--- src/rtl/pipe_hazard_ctrl.sv ---
// pipe_hazard_ctrl -- sequencing controller for the five-stage pipeline.
//
// Resolves branches/jumps from the EX/MEM register outputs (MEM stage),
// redirects the PC, and generates the flush/stall strobes for IF/ID, ID/EX
// and EX/MEM, including load-use bubbles. Freezes the machine once the
// finish marker retires in WB; only rst_n leaves the frozen state.
//
// Parameters:
//   AWIDTH  width of PC and branch/jump targets
//   CWIDTH  width of the performance counters
//
// Ports:
//   clk, rst_n                      clock, async active-low reset
//   mem_bb*/mem_jump                MEM-stage branch/jump control bits
//   mem_zero, mem_negative          MEM-stage ALU flags
//   mem_branaddr, mem_jmpaddr       branch / jump targets
//   idex_memrd, idex_rt             EX-stage load and its destination
//   ifid_rs, ifid_rt, ifid_uses_rt  ID-stage source registers
//   wb_fin                          finish marker in WB
//   pc_redirect, pc_target          PC load strobe and address
//   stall_pc, stall_ifid            hold strobes
//   flush_ifid/idex/exmem           synchronous flush strobes
//   halted                          machine frozen (registered)
//   perf_flush_cnt, perf_stall_cnt  saturating event counters
//
// Optional feature macro: PIPECTRL_PERF_EN adds the two perf counters.
// Every output except halted and the counters is combinational from the
// current state and inputs, and is forced to 0 while rst_n is low.

module pipe_hazard_ctrl #(
  parameter int AWIDTH = 32,
  parameter int CWIDTH = 32
) (
  input  logic              clk,
  input  logic              rst_n,
  input  logic              mem_bbne,
  input  logic              mem_bbeq,
  input  logic              mem_bblez,
  input  logic              mem_bbgtz,
  input  logic              mem_jump,
  input  logic              mem_zero,
  input  logic              mem_negative,
  input  logic [AWIDTH-1:0] mem_branaddr,
  input  logic [AWIDTH-1:0] mem_jmpaddr,
  input  logic              idex_memrd,
  input  logic [4:0]        idex_rt,
  input  logic [4:0]        ifid_rs,
  input  logic [4:0]        ifid_rt,
  input  logic              ifid_uses_rt,
  input  logic              wb_fin,
  output logic              pc_redirect,
  output logic [AWIDTH-1:0] pc_target,
  output logic              stall_pc,
  output logic              stall_ifid,
  output logic              flush_ifid,
  output logic              flush_idex,
  output logic              flush_exmem,
  output logic              halted
`ifdef PIPECTRL_PERF_EN
  ,
  output logic [CWIDTH-1:0] perf_flush_cnt,
  output logic [CWIDTH-1:0] perf_stall_cnt
`endif
);

  if (CWIDTH < 1) begin : g_cwidth_chk
    $error("CWIDTH must be at least 1");
  end

  typedef enum logic [1:0] {S_RUN, S_SQUASH, S_HALT} state_t;

  state_t r_state;
  logic   r_halted;
  logic   w_taken;
  logic   w_luh;

  assign w_taken = mem_jump
                 | (mem_bbeq  &  mem_zero)
                 | (mem_bbne  & ~mem_zero)
                 | (mem_bblez & (mem_zero | mem_negative))
                 | (mem_bbgtz & ~mem_zero & ~mem_negative);

  // r0 is never a real dependency, so a load into it cannot create a hazard.
  assign w_luh = idex_memrd & (idex_rt != 5'd0) &
                 ((idex_rt == ifid_rs) | (ifid_uses_rt & (idex_rt == ifid_rt)));

  always_ff @(posedge clk or negedge rst_n) begin
    if (!rst_n) begin
      r_state  <= S_RUN;
      r_halted <= 1'b0;
    end else begin
      case (r_state)
        S_RUN: begin
          if (wb_fin) begin
            r_state  <= S_HALT;
            r_halted <= 1'b1;
          end else if (w_taken) begin
            r_state  <= S_SQUASH;
          end
        end
        S_SQUASH: begin
          // One dead cycle: the MEM flags are stale while EX/MEM flushes.
          if (wb_fin) begin
            r_state  <= S_HALT;
            r_halted <= 1'b1;
          end else begin
            r_state  <= S_RUN;
          end
        end
        S_HALT:  r_state <= S_HALT;
        default: r_state <= S_RUN;
      endcase
    end
  end

  assign halted = r_halted;

  always_comb begin
    pc_redirect = 1'b0;
    pc_target   = '0;
    stall_pc    = 1'b0;
    stall_ifid  = 1'b0;
    flush_ifid  = 1'b0;
    flush_idex  = 1'b0;
    flush_exmem = 1'b0;
    if (rst_n) begin
      pc_target = mem_jump ? mem_jmpaddr : mem_branaddr;
      case (r_state)
        S_HALT: begin
          stall_pc   = 1'b1;
          stall_ifid = 1'b1;
        end
        S_RUN, S_SQUASH: begin
          if (wb_fin) begin
            // Drain everything younger than the finish marker; never redirect.
            stall_pc    = 1'b1;
            flush_ifid  = 1'b1;
            flush_idex  = 1'b1;
            flush_exmem = 1'b1;
          end else if (r_state == S_RUN) begin
            if (w_taken) begin
              pc_redirect = 1'b1;
              flush_ifid  = 1'b1;
              flush_idex  = 1'b1;
              flush_exmem = 1'b1;
            end else if (w_luh) begin
              stall_pc   = 1'b1;
              stall_ifid = 1'b1;
              flush_idex = 1'b1;
            end
          end
        end
        default: ;
      endcase
    end
  end

`ifdef PIPECTRL_PERF_EN
  logic w_stall_evt;
  assign w_stall_evt = stall_ifid & flush_idex;  // unique to a load-use bubble

  always_ff @(posedge clk or negedge rst_n) begin
    if (!rst_n) begin
      perf_flush_cnt <= '0;
      perf_stall_cnt <= '0;
    end else begin
      if (pc_redirect && (perf_flush_cnt != '1)) perf_flush_cnt <= perf_flush_cnt + 1'b1;
      if (w_stall_evt && (perf_stall_cnt != '1)) perf_stall_cnt <= perf_stall_cnt + 1'b1;
    end
  end
`endif

endmodule

--- config.mk ---
export PLATFORM = sky130hd
export DESIGN_NAME = pipe_hazard_ctrl
export DESIGN_NICKNAME = d
export VERILOG_FILES = /design/src/rtl/pipe_hazard_ctrl.sv
export SDC_FILE = /design/constraint.sdc
export NUM_CORES = 1
export LEC_CHECK = 0
export ABC_AREA = 1
export ABC_CLOCK_PERIOD_IN_PS = 1200
export CORE_MARGIN = 8
export CORE_UTILIZATION = 21
export DETAILED_ROUTE_END_ITERATION = 16
export PLACE_DENSITY_LB_ADDON = 0.15
export SYNTH_ARGS = -nofsm -noshare
export SYNTH_HDL_FRONTEND = slang
export SYNTH_SLANG_ARGS = --single-unit
--- constraint.sdc ---
create_clock -name clk -period 1.2 [get_ports clk]
set_input_delay 0.24 -clock clk [delete_from_list [all_inputs] [get_ports clk]]
set_output_delay 0.24 -clock clk [all_outputs]
set_load 0.05 [all_outputs]
Word level (Yosys, flattened, before mapping)
Cells that the tools add are included.

Equality and inequality tests: 5. Mux-type cells: 28. Bitwise operators: 16. Reduce and logical (&&, ||, !) cells: 4.

Operator list (count): $mux 32 (2); $mux 1 (20); $eq 5x5->1 (2); $and 1x1->1 (8); $mux 2 (3); $or 1x1->1 (6); $pmux 2 s3 (1); $reduce_bool 5->1 (1); $pmux 1 s2 (2); $ne 3x3->1 const B (1); $eq 2x1->1 const B (1); $eq 2x2->1 const B (1); $logic_not 2->1 (1); $not 1->1 (2); $reduce_and 2->1 (1); $reduce_or 2->1 (1).

Bits in registers: 3. Input bits: 91. Output and inout bits: 39. Word-level logic and storage cells: 55.

Longest topological paths before layout
Depth after elaboration: 10. Depth in mapped cells: 10. Gate-level depth less buffers: 9.

Worst setup path before layout
OpenSTA, ideal clock, no wires.

Path kind: register to output. Start: register r_state[1]. End: output pc_redirect. Arrival time: 1.734 ns. Data required time: 0.960 ns. Slack: -0.774 ns. Stages on the path, launching flop included: 6. Path buffers: 0. Cells stage by stage: dfrtp_1 > nor2_1 > inv_1 > nor2_1 > inv_1 > nor3_1.

Word-level cells in the longest chain between the ends: 5. Elaborated cells on any way between the ends: 7. Classes of those cells: eq/ne: 1; mux: 4; reduce/logical: 2.

Ends and longest elaborated chain: start: declaration (RTL line 72) `state_t r_state;`; start signal: assignment (RTL line 89) `r_state <= S_RUN;`; start signal: assignment (RTL line 95) `r_state <= S_HALT;`; start signal: assignment (RTL line 98) `r_state <= S_SQUASH;`; $logic_not 2->1 (RTL line 128, 140); $mux 1 (RTL line 140) `end else if (r_state == S_RUN) begin`; $mux 1 (RTL line 134) `if (wb_fin) begin`; $mux 1 (*) (RTL line 128) `case (r_state)`; $mux 1 (*) (RTL line 126) `if (rst_n) begin`; end: declaration (RTL line 51) `output logic pc_redirect,`.

Mark *: on every way between the ends. The rest lies on a longest branch, timed or not.

Worst setup path after layout
Start: register r_state[0]. End: output stall_ifid.

Word-level cells in the longest chain between the ends: 5. Elaborated cells on any way between the ends: 8. Classes of those cells: eq/ne: 2; mux: 4; reduce/logical: 2.

Ends and longest elaborated chain: $logic_not 2->1 (RTL line 128, 140); $mux 1 (RTL line 140); $mux 1 (RTL line 134); $pmux 1 s2 (*) (RTL line 128); $mux 1 (*) (RTL line 126); end: declaration (RTL line 54) `output logic stall_ifid,`.

Marks and branches as above.

==> impl_metrics.json <==
{
  "status": "finished, violations left",
  "violations": "setup timing",
  "multi_input_area_mm2": 0.001315,
  "synthTopCellsByArea": "nor2_1 (33%), o21ai_0 (21%), nand2_1 (12%)",
  "wire_per_inst_um": 20.94,
  "clk_path_buf_depth": 2,
  "ys_seq_elements": 3,
  "synth-simple-area-share": 0.5178,
  "die_area_mm2": 0.006500,
  "p_leak_nw": 1.500,
  "dp_hpwl_um": 4860,
  "cts.sinks": 3,
  "synth_flop_cell": "dfrtp_1",
  "row_count": 23,
  "path_class": "reg -> out",
  "fmax_mhz": 596.5,
  "grt_pass1_vias": 2201,
  "fill_cells": 181,
  "synth_cells": 195,
  "drtIter0Drc": 61,
  "layoutNonFillerInstCount": 393,
  "synth-compound-area-share": 0.2340,
  "grt-ovfl-total": 0,
  "yosysUniqueCellTypes": 17,
  "ctsRootBufferMaster": "clkbuf_8",
  "rsz0062_at_grt": "yes",
  "peakVddDrop_mv": 0.4781,
  "nNetsFinal": 435,
  "port_buffers": 129,
  "grt_start_max_net_pins": 19,
  "io-pin-count": 130,
  "cp_cell_sequence": "nor2_2 -> inv_2 -> nor2_1 -> nand4_1 -> a21oi_4 -> buf_12",
  "antenna_left": 0,
  "slew_violations": 0,
  "grt_pass1_wl_um": 11180,
  "setup_viol": 38,
  "fin_crit_ps": 1676,
  "worstMarginPinSlew_ps": 355.9,
  "diodes": 0,
  "cts-hold-fix-buffers": 0,
  "cts_tree": "done",
  "synthTopCellsByCount": "nor2_1 (78), o21ai_0 (36), nand2_1 (28), inv_1 (21), clkbuf_1 (7)",
  "yosysWarnings": 0,
  "cts-htree-levels": 1,
  "critPathArrivalTime_ps": 1440,
  "worst_slack_ps": -476.3,
  "path_max_fanout": 2,
  "synth_fp_nets": 286,
  "synth_top_cell_area_share": 0.3338,
  "cpLargestDelayFamily": "simple AND/OR/NAND/NOR gates",
  "worstSetupEndpointType": "primary output",
  "clk_latency_ps": 210,
  "drc_errors": 0,
  "hp-class": "in -> async",
  "crit_required_ps": 960,
  "die_w_um": 80.63,
  "period_share": 1.397,
  "dieHeight_um": 80.63,
  "synth_xor_area_frac": 0.009986,
  "grtUsageTotal": 0.2236,
  "synth_edf_count": 0,
  "antenna_found_initial": 0,
  "viasPerCell": 5.043,
  "area_delta_synth_final_pct": 306.7,
  "numCtsBuffers": 3,
  "skew_ps": 4.319,
  "crit_buf_inv": 2,
  "start_util": 0.2193,
  "synth_mux_area_frac": 0,
  "synth_top_area_cell": "nor2_1",
  "power.density_mw_per_mm2": 797.4,
  "syn_area_um2": 877.1,
  "fp.coreArea_mm2": 0.004000,
  "drive_gt1_frac": 0.5977,
  "synth_most_common_cell": "nor2_1",
  "seqCellArea_um2": 75.07,
  "maxCapViolations": 0,
  "clkTransAtPathRegs_ps": 30,
  "max_slew_margin": 0.7611,
  "drt-pass1-iter-count": 4,
  "start_kind": "flip-flop",
  "yosysSeqAreaShare": 0.08559,
  "timing.hold.ws_ps": 219.7,
  "critPathSlowestCell": "dfrtp_1",
  "vias": 1982,
  "hold_viol": 0,
  "wirelength_um": 8229,
  "synth-async-reset-ratio": 1.000,
  "synth_fa_ha_area_frac": 0,
  "critPathMaxStageDelay_ps": 380,
  "syn_area_per_cell_um2": 4.498,
  "gp_congestion": 0.8086,
  "synth_top_family_by_area": "simple AND/OR/NAND/NOR gates",
  "dp.cells": 379
}
==> cell usage in the layout (no fill, tap or decap), drive strengths merged <==
cell,Yosys,final
nor2,79,79
clkinvlp,0,2
dlymetal6s2s,0,6
clkdlybuf4s15,0,1
xnor2,1,1
clkdlybuf4s50,0,56
dfrtp,3,3
o21ai,37,37
nor3,1,1
buf,3,79
nand4,2,2
inv,24,22
nand3,4,4
clkbuf,7,11
a21oi,4,4
dlygate4sd2,0,5
nand2,30,30
==> power breakdown <==
group	internal, mW	switching (mW)
sequential	0.126	0.0220
clock	0.226	0.0626
combinational	1.14	1.26
==> through the flow <==
step | utilization | TNS, ps | instance area (um2) | power (mW) | setup slack [ps]
after global routing | 0.8918 | -10900 | 3567 | 2.953 | -515.3
after floorplan | - | -1240 | 1192 | 1.103 | -352.3
after global placement | 0.7460 | -27150 | 2984 | 2.095 | -799.2
after detailed placement | 0.7460 | -27580 | 2984 | 2.127 | -812.1
final | 0.8918 | -9861 | 3567 | 2.845 | -476.3
after CTS | 0.8617 | -7561 | 3447 | 2.686 | -394.1
==> sequential cells by signal, indices dropped and copies added, names as in the netlist <==
signal / count
halted: 1
r_state: 2
==> worst register-to-register path: stages, from the launching register on <==
cell and delay [ps]:
dfrtp_1 380, nor2_2 180, inv_2 60, nor2_1 80, inv_1 80, buf_6 130, nor2_1 100
==> layout make-up <==
class	instances	area share
Clock buffer	4	0.01263
Sequential cell	3	0.02105
Tap cell	50	0.01754
Multi-Input combinational cell	158	0.3686
Timing Repair Buffer	154	0.5472
Inverter	24	0.03297
==> what timing repair did <==
action / CTS / global route
resized for setup: 198 / 78
setup buffers: 5 / 4
cloned: 4 / 0
setup endpoints to repair: 39 / 38
pin swaps: 48 / 39
==> cells by family after synthesis <==
| kind of cell | after synthesis |
|---|---|
| buffers and inverters | 34 |
| AO/OA/AOI/OAI | 41 |
| AND/OR/NAND/NOR | 116 |
| XOR/XNOR | 1 |
| flip-flops | 3 |
==> worst paths after layout <==
check | start | end | slack [ps] | cells past startpoint
hold reg to reg | halted$_DFFE_PN0P_ | halted$_DFFE_PN0P_ | 570 | 2
min in group clk | wb_fin | r_state[0]$_DFFE_PN0P_ | 530 | 3
setup reg to reg | r_state[0]$_DFFE_PN0P_ | r_state[0]$_DFFE_PN0P_ | 120 | 6
hold / removal | rst_n | halted$_DFFE_PN0P_ | 220 | 3
setup / recovery | r_state[0]$_DFFE_PN0P_ | stall_ifid | -480 | 6
max in group asynchronous | rst_n | r_state[0]$_DFFE_PN0P_ | 880 | 3
==> metal layers <==
metal  up-vias  GRT usage  wire length, um
li1        907          -                -
met1       964     0.2147             2571
met2        93     0.4395             4731
met3        18    0.07589              659
met4         0    0.04909              266
met5         -          0                0
Note: power is estimated with default switching activity, not from simulation.
